$ cat config.mk
export PLATFORM = sky130hd
export DESIGN_NAME = score_keeper
export DESIGN_NICKNAME = d
export VERILOG_FILES = /design/src/rtl/score_keeper.sv
export SDC_FILE = /design/constraint.sdc
export NUM_CORES = 1
export LEC_CHECK = 0
export BUFFER_PORTS_ARGS = -buffer_cell sky130_fd_sc_hd__buf_2
export CAP_MARGIN = 20
export CORE_MARGIN = 1
export CORE_UTILIZATION = 54
export CTS_CLUSTER_SIZE = 8
export DETAILED_ROUTE_END_ITERATION = 8
export PLACE_DENSITY = 0.88
export SLEW_MARGIN = 20
export SYNTH_ARGS = -nofsm -noshare
export SYNTH_HDL_FRONTEND = slang
export SYNTH_SLANG_ARGS = --single-unit
$ cat constraint.sdc
create_clock -name VGA_clk -period 2.98 [get_ports VGA_clk]
set_input_delay 0 -clock VGA_clk [delete_from_list [all_inputs] [get_ports VGA_clk]]
set_output_delay 0 -clock VGA_clk [all_outputs]
set_load 0.02 [all_outputs]
$ cat src/rtl/score_keeper.sv
`default_nettype none
// ============================================================================
// Module   : score_keeper
// Purpose  : Game score bookkeeping for the snake game. Counts accepted
//            food "eat" events while a game is in progress, saturates at
//            MAX_SCORE, and optionally tracks the best final score.
// Revision : 1.0  initial release
// ----------------------------------------------------------------------------
// Parameters
//   MAX_SCORE  saturation ceiling of score (1..255)
//   POINTS     amount added per accepted eat event (1..255)
// Ports
//   VGA_clk        in   sole clock, rising edge
//   rst_n          in   asynchronous active-low reset
//   eat            in   level, high while head overlaps food
//   start          in   single-cycle new-game request
//   game_over      in   single-cycle death indication
//   score          out  [7:0] current score (registered)
//   high_score     out  [7:0] best final score since reset (registered)
//   playing        out  high while the FSM is in PLAY (registered)
//   score_changed  out  one-cycle pulse accompanying a new score value
//   new_high       out  one-cycle pulse accompanying a raised high_score
// Build option
//   SCORE_KEEPER_HIGH_SCORE_EN  when defined, the high_score register and
//   the new_high pulse exist; otherwise both outputs are tied to 0.
// ============================================================================
module score_keeper #(
    parameter int MAX_SCORE = 99,
    parameter int POINTS    = 1
) (
    input  logic       VGA_clk,
    input  logic       rst_n,
    input  logic       eat,
    input  logic       start,
    input  logic       game_over,
    output logic [7:0] score,
    output logic [7:0] high_score,
    output logic       playing,
    output logic       score_changed,
    output logic       new_high
);

    localparam logic [8:0] C_MAX_SCORE = 9'(MAX_SCORE);
    localparam logic [8:0] C_POINTS    = 9'(POINTS);

    typedef enum logic [1:0] {
        IDLE = 2'd0,
        PLAY = 2'd1,
        OVER = 2'd2
    } state_t;

    state_t     state_q, state_d;
    logic [7:0] score_q, score_d;
    logic       eat_prev_q;
    logic       playing_q;
    logic       score_changed_q;

    logic       w_eat_rise;
    logic [8:0] w_sum;
    logic [7:0] w_sat;

    // eat_prev_q resets high so a level already present at reset release
    // is not mistaken for a fresh rising edge.
    assign w_eat_rise = eat & ~eat_prev_q;

    // Nine-bit sum: score + POINTS can exceed 255 before saturation.
    assign w_sum = {1'b0, score_q} + C_POINTS;
    assign w_sat = (w_sum > C_MAX_SCORE) ? C_MAX_SCORE[7:0] : w_sum[7:0];

    always_comb begin
        state_d = state_q;
        score_d = score_q;
        case (state_q)
            IDLE: begin
                if (start) begin
                    state_d = PLAY;
                    score_d = 8'd0;
                end
            end
            PLAY: begin
                // A same-cycle eat is counted before the move to OVER, and
                // game_over takes priority over a simultaneous start.
                if (w_eat_rise) begin
                    score_d = w_sat;
                end
                if (game_over) begin
                    state_d = OVER;
                end
            end
            OVER: begin
                if (start) begin
                    state_d = PLAY;
                    score_d = 8'd0;
                end
            end
            default: begin
                state_d = IDLE;
                score_d = 8'd0;
            end
        endcase
    end

    always_ff @(posedge VGA_clk or negedge rst_n) begin
        if (!rst_n) begin
            state_q         <= IDLE;
            score_q         <= 8'd0;
            eat_prev_q      <= 1'b1;
            playing_q       <= 1'b0;
            score_changed_q <= 1'b0;
        end else begin
            state_q         <= state_d;
            score_q         <= score_d;
            eat_prev_q      <= eat;
            playing_q       <= (state_d == PLAY);
            // Only a real value change pulses: saturated eats and clearing
            // an already-zero score stay silent.
            score_changed_q <= (score_d != score_q);
        end
    end

    assign score         = score_q;
    assign playing       = playing_q;
    assign score_changed = score_changed_q;

`ifdef SCORE_KEEPER_HIGH_SCORE_EN
    logic [7:0] high_q;
    logic       new_high_q;
    logic       w_high_load;

    // Final score includes any eat accepted on the PLAY->OVER edge;
    // a tie with the current best does not count as a new high.
    assign w_high_load = (state_q == PLAY) && game_over && (score_d > high_q);

    always_ff @(posedge VGA_clk or negedge rst_n) begin
        if (!rst_n) begin
            high_q     <= 8'd0;
            new_high_q <= 1'b0;
        end else begin
            if (w_high_load) begin
                high_q <= score_d;
            end
            new_high_q <= w_high_load;
        end
    end

    assign high_score = high_q;
    assign new_high   = new_high_q;
`else
    assign high_score = 8'd0;
    assign new_high   = 1'b0;
`endif

endmodule
`default_nettype wire

==> flow_summary.json <==
{
  "status": "completed",
  "antenna_found_initial": 0,
  "clk_pin_slew_ns": 0.09,
  "synth-compound-area-share": 0.2832,
  "die_h_um": 47.59,
  "min_period_ns": 2.734,
  "yosys-top-cells-area": "dfrtp_1 (27%), buf_4 (6.0%), a21oi_1 (4.9%)",
  "cp_data_arrival_time_ns": 2.90,
  "cpPeakStageDelay_ns": 0.51,
  "stdcell_area_mm2": 0.001244,
  "synth_seq_cells": 13,
  "layout.area.seq_um2": 326.6,
  "die_x_um": 47.59,
  "crit_buf_inv": 0,
  "wire_per_inst_um": 14.57,
  "rsz0062_at_grt": "no",
  "hp-start": "start",
  "grtUsageMet3": 0.04906,
  "netlist_instances": 132,
  "ioPinCount": 24,
  "path_class": "reg2reg",
  "use_met1": 0.3692,
  "min_path_cells": 3,
  "final_core_util": 0.6339,
  "cp_slowest_cell": "or4_4",
  "yosysWarnings": 0,
  "drive_gt1_frac": 0.2349,
  "initial_core_util": 0.5721,
  "first_iter_violations": 55,
  "hold_violations": 0,
  "cp_top_family": "simple AND/OR/NAND/NOR gates",
  "grt_pass1_wl_um": 4140,
  "cts_made_buffers": 3,
  "synth-xor-area-share": 0.007804,
  "grt_pass1_vias": 905,
  "clock_sinks": 13,
  "synth_edf_count": 0,
  "synth-seq-area-share": 0.2910,
  "cp-start-kind": "flop",
  "cts_max_path_buffers": 2,
  "r2r_end": "score_changed",
  "multi_input_area_um2": 703.2,
  "crit_start": "score[0]",
  "cp_num_cells": 6,
  "post-synth-top-area-cell": "dfrtp_1",
  "r2r_cells": 6,
  "crit_path_end_kind": "flop",
  "grt_busiest_layer": "met2",
  "grt_max_degree": 15,
  "cp_max_fo": 10,
  "post_cts_buffers": 0,
  "place.port_buffers": 14,
  "yosys.area_share.simple": 0.2497,
  "dr.pass1.iters": 4,
  "clock_latency_ns": 0.29,
  "ir_drop_mv": 0.3518,
  "fp.coreArea_mm2": 0.001962,
  "grt_use_total": 0.2668,
  "syn_area_mm2": 0.001122,
  "placement_rows": 16,
  "report.final.slew_viol_count": 0,
  "hold_end": "playing",
  "fillers": 181,
  "die_area_mm2": 0.002265,
  "post_synth_fa_ha_maj_area_fraction": 0.02230,
  "h-tree-depth": 1,
  "r2r_start": "score[0]",
  "route.detailed.drc": 0,
  "synth_cell_types": 49,
  "dp_hpwl_um": 1871,
  "hold_slack_ns": 0.01751,
  "fin_crit_sh": 0.9176,
  "critPathRequiredTime_ns": 3.15,
  "synth_top_family_by_area": "compound AO/OA/AOI/OAI gates",
  "path_cells": "ha_1 > nor4_2 > a2bb2oi_2 > o21a_4 > mux2_4 > or4_4",
  "cap_violations": 0,
  "p_per_area_mw_per_mm2": 390.2,
  "synth_top_flop_cell": "dfrtp_1",
  "finalNetCount": 157,
  "clock.fmax_mhz": 365.7,
  "synth_mux_area_frac": 0.03344,
  "power.leakage_uw": 0.0005570,
  "synth_top_area_frac": 0.2676,
  "avgViaCountPerCell": 5.920,
  "gr-total-overflow": 0,
  "dr_total_vias": 1042,
  "fin_tns_setup_ns": 0,
  "insertedDiodeCount": 0,
  "r2r_slack_ns": 0.25,
  "setup_viol": 0,
  "place_area_mm2": 0.001186,
  "avgSynthCellArea_um2": 8.502,
  "wirelength_um": 2564,
  "clock_tree.root_cell": "clkbuf_4",
  "cts_tree": "done",
  "hold_class": "in2reg",
  "syn_to_final_growth_pct": 10.81,
  "postRouteAntennaNets": 0,
  "grtUsageMet2": 0.4164,
  "async_flop_share": 1.000,
  "fin_skew_ns": 0.007860,
  "gp_congestion": 0.9091
}
-- registers in the layout, summed over array words and instances, names as in the netlist --
register / cells
state_q: 2
score_changed: 1
eat_prev_q: 1
score: 8
playing: 1
-- timing repair --
action                    4_1_cts  5_1_grt
hold buffers                    3        0
gates resized for setup         0        0
hold endpoints to repair       17        0
-- kinds of logic after synthesis --
logic type / Yosys count
AOI/OAI and AO/OA: 45
and+or+nand+nor: 45
xor gates and xnor gates: 1
DFF: 13
adders and majority gates: 2
muxes: 3
buffers and inverters: 22
other: 1
-- per-layer routing --
| layer | part of all wire | up-vias |
|---|---|---|
| met5 | 0 | - |
| met4 | 0.012 | 0 |
| met3 | 0.059 | 4 |
| met2 | 0.48 | 48 |
| met1 | 0.45 | 488 |
| li1 | - | 502 |
-- report_power, final --
group          switching, uW  internal, uW
clock                   63.2          50.0
sequential              27.2           192
combinational           95.5          57.0
-- placed cells by master, fill, tap and decap left out, drive strengths merged, types with 3 or more instances in the layout --
| cell type | count |
|---|---|
| nand2 | 11 |
| nor2 | 6 |
| clkbuf | 3 |
| conb | 9 |
| buf | 18 |
| o21ai | 10 |
| nand3 | 5 |
| a21oi | 11 |
| inv | 6 |
| nor2b | 3 |
| dfrtp | 12 |
| mux2 | 3 |
| dlygate4sd3 | 3 |
| o22ai | 3 |
| nor3 | 4 |
| a21o | 3 |
| and2 | 3 |
| and3 | 3 |
-- cell type report --
type / instances / area share
sequential: 13 / 0.2626
clock inverter: 1 / 0.004024
multi-input combinational: 105 / 0.5654
tap: 27 / 0.02716
timing repair buffer: 21 / 0.1046
inverter: 6 / 0.01811
clock buffer: 3 / 0.01811
-- cells in the mapped netlist (3+ instances only) --
cell type and count:
a21o_1 3, buf_4 9, nand2_1 11, inv_1 6
and3_1 3, a21oi_1 11, nor3_1 4, nand3_1 4
nor2b_1 3, o21ai_0 10, o22ai_1 3, dfrtp_1 12
nor2_1 6, buf_2 5
-- stage by stage --
step | power (uW) | cells | worst slack, ns
floorplan | 328.2 | 140 | 0.3040
global placement | 363.7 | 169 | 0.4093
detailed placement | 368.4 | 169 | 0.2705
CTS | 486.5 | 176 | 0.2627
global route | 511.9 | 176 | 0.1406
finish | 485.3 | 176 | 0.2455
-- worst max path at each step --
stage | end | slack, ns
2_1_floorplan | score_changed | 0.30
3_3_place_gp | score_changed | 0.41
3_5_place_dp | score_changed | 0.27
4_1_cts | score_changed | 0.26
5_1_grt | score_changed | 0.14
6_report | score_changed | 0.25
-- tightest hold or removal path: stages --
cell	delay [ns]
buf_2	0.12
inv_1	0.07
o22ai_1	0.08
Note: power is estimated with default switching activity, not from simulation.
